--- src/rtl/walk_ctrl.sv ---
// Run-control and step scheduler for the walking-circle engine: start/stop,
// single-step, direction toggle and an 8-level step rate.
module walk_ctrl #(
  parameter int BASE_PERIOD = 128,
  parameter int CNT_WIDTH   = $clog2(BASE_PERIOD)
) (
  input  logic       clk_i,
  input  logic       rst_i,
  input  logic       run_i,
  input  logic       step_i,
  input  logic       dir_i,
  input  logic       faster_i,
  input  logic       slower_i,
  output logic       step_o,
  output logic       dir_o,
  output logic       running_o,
  output logic [2:0] speed_o,
  output logic [1:0] state_o
);

  // All push-button inputs are single-cycle pulses with no ready/back-pressure:
  // a pulse is acted on at the rising edge where it is high, or dropped if the
  // current state ignores it. step_o is a one-cycle strobe with no handshake.

  typedef enum logic [1:0] {
    STOPPED = 2'd0,
    RUNNING = 2'd1,
    SSTEP   = 2'd2
  } state_t;

  // BASE_PERIOD is a power of two, so (BASE >> s) - 1 == (BASE - 1) >> s.
  localparam logic [CNT_WIDTH-1:0] BASE_M1 = CNT_WIDTH'(BASE_PERIOD - 1);

  state_t               state;
  logic [CNT_WIDTH-1:0] cnt;
  logic [CNT_WIDTH-1:0] period_m1;
  logic                 speed_up;
  logic                 speed_dn;
  logic                 cnt_wrap;

  always_comb begin
    period_m1 = BASE_M1 >> speed_o;
    speed_up  = faster_i && !slower_i && (speed_o != 3'd7);
    speed_dn  = slower_i && !faster_i && (speed_o != 3'd0);
    cnt_wrap  = (cnt == period_m1);
    step_o    = (state == SSTEP) || ((state == RUNNING) && cnt_wrap);
  end

  assign running_o = (state == RUNNING);
  assign state_o   = state;

  always_ff @(posedge clk_i or posedge rst_i) begin
    if (rst_i) begin
      state   <= STOPPED;
      cnt     <= '0;
      speed_o <= 3'd0;
      dir_o   <= 1'b0;
    end else begin
      // The engine samples dir_o on the same edge, so a coincident step still
      // uses the pre-toggle direction.
      if (dir_i) dir_o <= ~dir_o;

      if (state != SSTEP) begin
        if (speed_up)      speed_o <= speed_o + 3'd1;
        else if (speed_dn) speed_o <= speed_o - 3'd1;
      end

      case (state)
        STOPPED: begin
          cnt <= '0;
          if (run_i)       state <= RUNNING;
          else if (step_i) state <= SSTEP;
        end
        RUNNING: begin
          if (run_i) begin
            state <= STOPPED;
            cnt   <= '0;
          end else if (speed_up || speed_dn || cnt_wrap) begin
            cnt <= '0;
          end else begin
            cnt <= cnt + CNT_WIDTH'(1);
          end
        end
        SSTEP: begin
          cnt   <= '0;
          state <= STOPPED;
        end
        default: begin
          cnt   <= '0;
          state <= STOPPED;
        end
      endcase
    end
  end

endmodule

--- config.mk ---
export PLATFORM = sky130hd
export DESIGN_NAME = walk_ctrl
export DESIGN_NICKNAME = d
export VERILOG_FILES = /design/src/rtl/walk_ctrl.sv
export SDC_FILE = /design/constraint.sdc
export NUM_CORES = 1
export LEC_CHECK = 0
export ABC_AREA = 1
export CORE_MARGIN = 5
export CORE_UTILIZATION = 35
export CTS_CLUSTER_DIAMETER = 30
export DETAILED_ROUTE_END_ITERATION = 16
export PLACE_DENSITY = 0.56
export SETUP_SLACK_MARGIN = 0.1
export SLEW_MARGIN = 0
export SYNTH_ARGS = -nofsm -noshare
export SYNTH_HDL_FRONTEND = slang
export SYNTH_SLANG_ARGS = --single-unit
--- constraint.sdc ---
create_clock -name clk_i -period 1.68 [get_ports clk_i]
set_input_delay 0.336 -clock clk_i [delete_from_list [all_inputs] [get_ports clk_i]]
set_output_delay 0.336 -clock clk_i [all_outputs]
set_load 0.01 [all_outputs]
==> flow_metrics.py <==
metrics = {
    "grt": {
        "grt_pass1_vias": 847,
        "grt_use_total_pct": 13.1,
        "overflow": 0,
        "grt_start_max_net_pins": 14,
        "grt_pass1_wl_um": 3520,
        "antenna_found_initial": 0,
    },
    "synthesis": {
        "synth_most_common_cell": "nand2_1",
        "synth_warnings": 0,
        "synth_nets": 131,
        "ys_types": 20,
        "ys_top_cells_by_count": "nand2_1 (39), inv_1 (16), dfrtp_1 (13)",
        "synth.top_cells.by_area": "dfrtp_1 (37%), nand2_1 (17%), inv_1 (6.8%)",
        "synth_top_area_share_pct": 36.9,
        "yosysTopAreaCell": "dfrtp_1",
        "syn_avg_cell_area_um2": 7.23,
        "syn_inst": 122,
        "yosys_register_bits": 13,
        "yosysSeqAreaShare_pct": 36.9,
        "synth_area_um2": 882,
        "synth-async-reset-ratio_pct": 100,
        "synth-edff-count": 0,
        "synthFlopType": "dfrtp_1",
    },
    "placement": {
        "globalplace.congestion": 0.859,
        "dp.cells": 183,
        "postPlaceCellArea_mm2": 0.00118,
        "dpl.hpwl_um": 1540,
        "portBuffers": 14,
    },
    "pwr": {
        "ir_drop_uv": 769,
        "comb_power_share_pct": 58.5,
        "internal-power_w": 0.000960,
        "p_sw_share_pct": 41.2,
        "clkPwrFrac_pct": 12.0,
        "p_switching_w": 0.000674,
        "power_leakage_nw": 0.647,
        "seq_power_share_pct": 29.5,
        "power_density_mw_per_mm2": 1260,
    },
    "clocking": {
        "clkLatencyLatePin_ps": 270,
        "clk_pin_slew_ps": 80,
        "cts_tree": "yes",
        "htree_levels": 1,
        "clock-root-buffer": "clkbuf_4",
        "numCtsBuffers": 3,
        "cts_hold_buf": 0,
        "ctsLongestPathBuffers": 2,
        "clkSinkCount": 13,
    },
    "worst_setup_path": {
        "cpPeakStageDelay_ps": 470,
        "crit_path_top_delay_cell": "dfrtp_2",
        "critPathKind": "flop to output pin",
        "cp-end-kind": "output pin",
        "r2r-start": "speed_o[1]$_DFFE_PP0P_",
        "cp_max_fo": 6,
        "reg2reg_depth": 7,
        "path_common_cell": "nand2_1",
        "path_cells": "buf_6, nand3_1, nand2_1, nand2_1, inv_2, nor2_4, nand4_1, nand2_1, buf_2",
        "critPathRequiredTime_ps": 1340,
        "r2r-end": "speed_o[1]$_DFFE_PP0P_",
        "cp.arrival_ps": 1470,
        "startpoint_type": "flop",
        "r2r_setup_slack_ps": 40,
    },
    "final_layout": {
        "syn_to_final_growth_pct": 46.5,
        "final_cells": 193,
        "postLayoutCoreUtil_pct": 52.7,
        "fillers": 251,
        "layout-drive-gt1-share_pct": 36.8,
        "final_cell_area_mm2": 0.00129,
        "n_antenna_cell": 0,
        "final_nets": 173,
    },
    "timing": {
        "slew_violations": 0,
        "maxSlewHeadroom_pct": 64.9,
        "hold_viol_final": 0,
        "fin_ws_ps": -129,
        "fin_crit_sh_pct": 108,
        "min_period_ps": 1810,
        "worst_slew_pin_slew_ps": 525,
        "fin_skew_ps": 3.24,
        "finalSetupViolCount": 1,
        "fmax_mhz": 553,
        "rsz0062_at_grt": "true",
    },
    "worst_hold_path": {
        "hold_path_class": "input pin to async pin",
    },
    "drt": {
        "top_layer": "met4",
        "wl_per_cell_um": 11.1,
        "wl_met1_um": 999,
        "wl_met3_um": 60,
        "wirelength_um": 2130,
        "route.met2.wl_um": 1050,
        "ant_nets": 0,
        "drc": 0,
        "via_per_inst": 4.42,
        "drt_iter0_drc": 23,
        "firstDrtPassIters": 6,
        "via_count": 853,
    },
    "status": {
        "status": "finished with violations",
        "violations": "setup timing",
    },
    "floorplan": {
        "num_rows": 18,
        "ioPinCount": 15,
        "dieArea_mm2": 0.00362,
        "die_h_um": 60.2,
        "die_w_um": 60.2,
        "initial_core_util_pct": 35.9,
        "core_area_mm2": 0.00245,
    },
    "flow_run": {
        "max-cap-violations": 0,
    },
}
metrics by stage:
stage	TNS [ps]	hold WS [ps]	setup WS (ps)	total power, W
finish	-129	394	-129	0.00163
global route	-289	431	-250	0.00176
CTS	-156	403	-156	0.00150
detailed placement	-403	468	-368	0.00127
global placement	-370	457	-343	0.00126
floorplan	0	213	161	0.000924
power groups by stage:
stage / registers (W) / clock network, W / logic (W)
finish: 0.000483 / 0.000195 / 0.000955
global route: 0.000493 / 0.000219 / 0.00105
CTS: 0.000482 / 0.000206 / 0.000812
detailed placement: 0.000489 / 0 / 0.000784
global placement: 0.000481 / 0 / 0.000777
floorplan: 0.000469 / 0 / 0.000455
per-layer routing:
metal | GRT usage (%) | vias to the layer above
met1 | 15.7 | 381
met4 | 4.75 | 0
met2 | 22.8 | 12
met5 | 0 | -
met3 | 2.59 | 2
li1 | - | 458
logic make-up after synthesis:
family	share of synthesized area [%]
buffers and inverters	10.2
DFF	36.9
and+or+nand+nor	40.0
AOI/OAI and AO/OA	6.24
xor gates and xnor gates	2.98
adders and majority gates	3.69
registers in the layout, summed over array words and instances (netlist names):
signal / count
cnt: 7
speed_o: 3
state_o: 2
dir_o: 1
area by class of cell:
class,instances,area (µm²),share of cell area [%]
Clock buffer,4,26.3,2.03
Multi-Input combinational cell,89,500,38.7
Timing Repair Buffer,39,332,25.7
Tap cell,30,37.5,2.90
Sequential cell,13,329,25.5
Inverter,18,67.6,5.23
cells in the final DEF (no fill, tap or decap), drive strengths merged, types with 4 or more instances in the layout:
cell type      instances
buf                   28
clkbuf                 4
clkdlybuf4s50          7
dfrtp                 13
dlygate4sd2            4
inv                   18
nand2                 40
nand3                  8
nor2                  20
o21ai                  8
timing repair:
| action | in CTS | in global routing |
|---|---|---|
| resized for setup | 22 | 18 |
| setup endpoints to repair | 7 | 5 |
| setup buffers | 3 | 4 |
| pin swaps | 3 | 3 |
worst max path at each step:
stage	start	to	slack (ps)	cells after the start
after floorplan	speed_o[1]$_DFFE_PP0P_	speed_o[2]$_DFFE_PP0P_	160	8
after global placement	speed_o[2]$_DFFE_PP0P_	step_o	-340	7
after detailed placement	speed_o[2]$_DFFE_PP0P_	step_o	-370	7
after CTS	speed_o[2]$_DFFE_PP0P_	step_o	-160	8
after global routing	speed_o[1]$_DFFE_PP0P_	step_o	-250	9
final	speed_o[1]$_DFFE_PP0P_	step_o	-130	9
worst max-delay path: cells and delay by family (launching register included):
family	cells	cell delay [ps]
buf+inv	3	320
flops	1	470
simple gates	6	410
No activity file was read; power rests on OpenSTA's default activity.
==> RTL edit 1, RTL diff (config.mk and constraints unchanged) <==
`BASE_PERIOD`: 128 -> 256.
--- a/src/rtl/walk_ctrl.sv
+++ b/src/rtl/walk_ctrl.sv
@@ -1,7 +1,7 @@
 // Run-control and step scheduler for the walking-circle engine: start/stop,
 // single-step, direction toggle and an 8-level step rate.
 module walk_ctrl #(
-  parameter int BASE_PERIOD = 128,
+  parameter int BASE_PERIOD = 256,
   parameter int CNT_WIDTH   = $clog2(BASE_PERIOD)
 ) (
   input  logic       clk_i,
Check against the original RTL: not equivalent (a bounded check fails within 10 cycles, from zero or initial values and one cycle with rst_i high).
==> RTL edit 1 against the original RTL <==
  * The run still ends with setup timing left
  * Final area up 7.6%
  * Register-to-register slack better by 40 ps
  * Synthesized cell count is 4.9% higher
  * Worst setup slack lost 85 ps
  * Via count is 12% higher
  * Sequential cell count up 1
  * Final cell count increased by 7.3%
  * Die area increased by 2.7%
  * Area after synthesis rose by 3.3%
  * Routed wire length is 12% higher
  * Total power up 8.9%
  * Largest power group unchanged
==> RTL edit 1: results (changes against the original RTL) <==
drt-pass1-iter-count: 4  # -2
drtIter0Drc: 25  # +8.7%
synthTopCellsByArea: "dfrtp_1 38%, nand2_1 15%, inv_1 8.2%"
nonClockInverterCount: 22  # +4
cts_setup_buffers: 9  # +6
fin_setup_tns_ps: -214  # -85.1 ps
buffers: 46  # +18%
grt_pass1_vias: 983  # +16%
buf_share: 0.272  # +0.0153
arrival_ps: 1560  # +90 ps
peakVddDrop_mv: 0.999  # +30%
hpwlAfterDp_mm: 1.67  # +8.5%
nFlopsAndLatches: 14  # +1
r2r_slack_ps: 80  # +40 ps
gp_congestion: 0.881  # +2.6%
fin_nets: 187  # +8.1%
seq_share: 0.255  # about the same
n_fill_cell: 242  # -3.6%
largest_reg_flops: 8  # +1
skew_ps: 0.618  # -2.62 ps
crit_path_start: "speed_o[2]$_DFFE_PP0P_"
cts-resized-gates: 21  # -4.5%
leakage_nw: 0.732  # +13%
multi_input_area_share: 0.359  # -0.0281
clk_latency_ps: 290  # +20 ps
setup_slack_ps: -214  # -85.1 ps
status: "finished, violations left"
setup_viol: 1  # unchanged
ys_types: 22  # +10%
violations: "setup timing"
grt_max_degree: 15  # +1
## RTL edit 1: metal layers
layer  vias to the layer above  GRT usage  part of all wire
li1                        491          -                 -
met1                       442      0.190              0.46
met2                        21      0.270              0.49
met3                         5     0.0189             0.030
met4                         0     0.0836             0.026
met5                         -          0                 0
## RTL edit 1: stage by stage
| stage | instance area [sq um] | cells |
|---|---|---|
| after global routing | 1390 | 207 |
| after CTS | 1350 | 204 |
| after detailed placement | 1230 | 191 |
| final | 1390 | 207 |
| after global placement | 1230 | 191 |
| after floorplan | 911 | 128 |
## RTL edit 1: logic make-up after synthesis
kind of cell / Yosys count / synth area share
and+or+nand+nor: 78 / 0.386
buffers and inverters: 23 / 0.106
DFF: 14 / 0.385
AOI/OAI and AO/OA: 8 / 0.0439
xor gates and xnor gates: 3 / 0.0440
adders and majority gates: 2 / 0.0357
## RTL edit 1: power breakdown
part / internal [W] / switching (W)
logic: 0.000546 / 0.000472
clock network: 0.000132 / 0.000126
registers: 0.000404 / 0.0000974
total: 0.00108 / 0.000696
==> RTL edit 2, RTL diff (same flow settings) <==
Made on the original files. Put a register stage on the output `running_o`, without a reset. The value now appears one clock later. The other outputs are not delayed to match.
--- a/src/rtl/walk_ctrl.sv
+++ b/src/rtl/walk_ctrl.sv
@@ -46,7 +46,9 @@
     step_o    = (state == SSTEP) || ((state == RUNNING) && cnt_wrap);
   end
 
-  assign running_o = (state == RUNNING);
+  always_ff @(posedge clk_i) begin
+    running_o <= (state == RUNNING);
+  end
   assign state_o   = state;
 
   always_ff @(posedge clk_i or posedge rst_i) begin
Formal check against the unedited RTL: not equivalent (Yosys sat finds a counterexample within 4 cycles, from zero or initial values and one cycle with rst_i high).
==> RTL edit 2 against the original RTL <==
  * The run still ends with setup timing left
  * Utilization rose by 2.1 points
  * Final area increased by 4.9%
  * Total power is 10% higher
  * Area after synthesis grew 2.3%
  * Final cell count increased by 2.1%
  * Clock skew is 2.6 ps lower
  * Maximum frequency down 1.9%
  * Routed wire length is 5.7% higher
  * Via count grew 6.6%
  * Worst setup slack got worse by 34 ps
  * Sequential cell count is 1 higher
  * Critical path depth unchanged
==> RTL edit 2: results (changes against the original RTL) <==
status: "finished, violations left"
violations: "setup timing"
synthXorXnorAreaFrac: 0.0291  # -0.000661
drt-pass1-iter-count: 5  # -1
ys_seq_area_frac: 0.383  # +0.0140
leakage_nw: 0.690  # +6.6%
grtUsageTotal: 0.141  # +0.0103
slew-limit-headroom: 0.650  # +0.00114
grt_pass1_wl_mm: 3.88  # +10%
critPathMaxFanout: 7  # +1
synthAdderAreaFrac: 0.0361  # -0.000818
setup_viol: 2  # +1
gp_congestion: 0.872  # +1.5%
peakVddDrop_mv: 0.703  # -8.6%
wirelength_mm: 2.25  # +5.7%
drtIter0Drc: 17  # -26%
hpwlAfterDp_mm: 1.65  # +7.3%
setup_slack_ps: -164  # -34.5 ps
arrival_ps: 1510  # +40 ps
fin_nets: 177  # +2.3%
skew_ps: 0.608  # -2.63 ps
n_fill_cell: 252  # +0.40%
pre_cts_slack_ps: -348  # +20.1 ps
vias: 909  # +6.6%
async_reset_ff_frac: 0.929  # -0.0714
placed_cells: 185  # +1.1%
synth-compound-area-share: 0.0610  # -0.00138
[RTL edit 2: changes by cell type after synthesis, sizes merged]
cell and change:
dfxtp +1
[RTL edit 2: what timing repair did]
action / in CTS / in global routing
pin swaps: 11 / 4
setup buffers: 7 / 2
resized for setup: 32 / 8
endpoints found under the setup margin: 7 / 14
[RTL edit 2: path summary, 6_finish.rpt]
path	cells past startpoint	slack (ps)	start	endpoint
max in group asynchronous	2	920	rst_i	speed_o[1]$_DFFE_PP0P_
setup / recovery	9	-160	speed_o[2]$_DFFE_PP0P_	step_o
min in group clk_i	1	480	dir_o$_DFFE_PP0P_	dir_o$_DFFE_PP0P_
setup reg to reg	8	120	speed_o[2]$_DFFE_PP0P_	speed_o[2]$_DFFE_PP0P_
hold / removal	2	380	rst_i	dir_o$_DFFE_PP0P_
hold reg to reg	1	480	dir_o$_DFFE_PP0P_	dir_o$_DFFE_PP0P_
[RTL edit 2: cell type report]
class                   count  share of cell area
repair buffers             42               0.261
flip-flops and latches     14               0.257
inverters                  18              0.0498
clock buffers               4              0.0268
multi-input cells          89               0.377
well taps                  30              0.0277
[RTL edit 2: per-layer routing]
metal  part of all wire  global-route usage  vias to the layer above
met1               0.44               0.167                      425
met5                  0                   0                        -
met4             0.0067              0.0526                        0
li1                   -                   -                      469
met2               0.51               0.250                       13
met3              0.040              0.0277                        2
[RTL edit 2: through the flow]
stage | util | TNS [ps]
3_3_place_gp | 0.487 | -326
4_1_cts | 0.534 | -176
6_report | 0.547 | -215
5_1_grt | 0.547 | -359
3_5_place_dp | 0.487 | -413
2_1_floorplan | - | 0
[RTL edit 2: power breakdown]
group	switching (W)	leakage (nW)	total, W	internal (W)
sequential	0.000108	0.176	0.000516	0.000408
combinational	0.000484	0.493	0.00103	0.000545
clock	0.000121	0.0210	0.000253	0.000132
[RTL edit 2: logic make-up after synthesis]
| group | count (synthesis) |
|---|---|
| AO/OA/AOI/OAI | 11 |
| XOR/XNOR | 3 |
| adder cells (fa/ha/maj) | 2 |
| buffers and inverters | 20 |
| flip-flops | 14 |
| AND/OR/NAND/NOR | 73 |
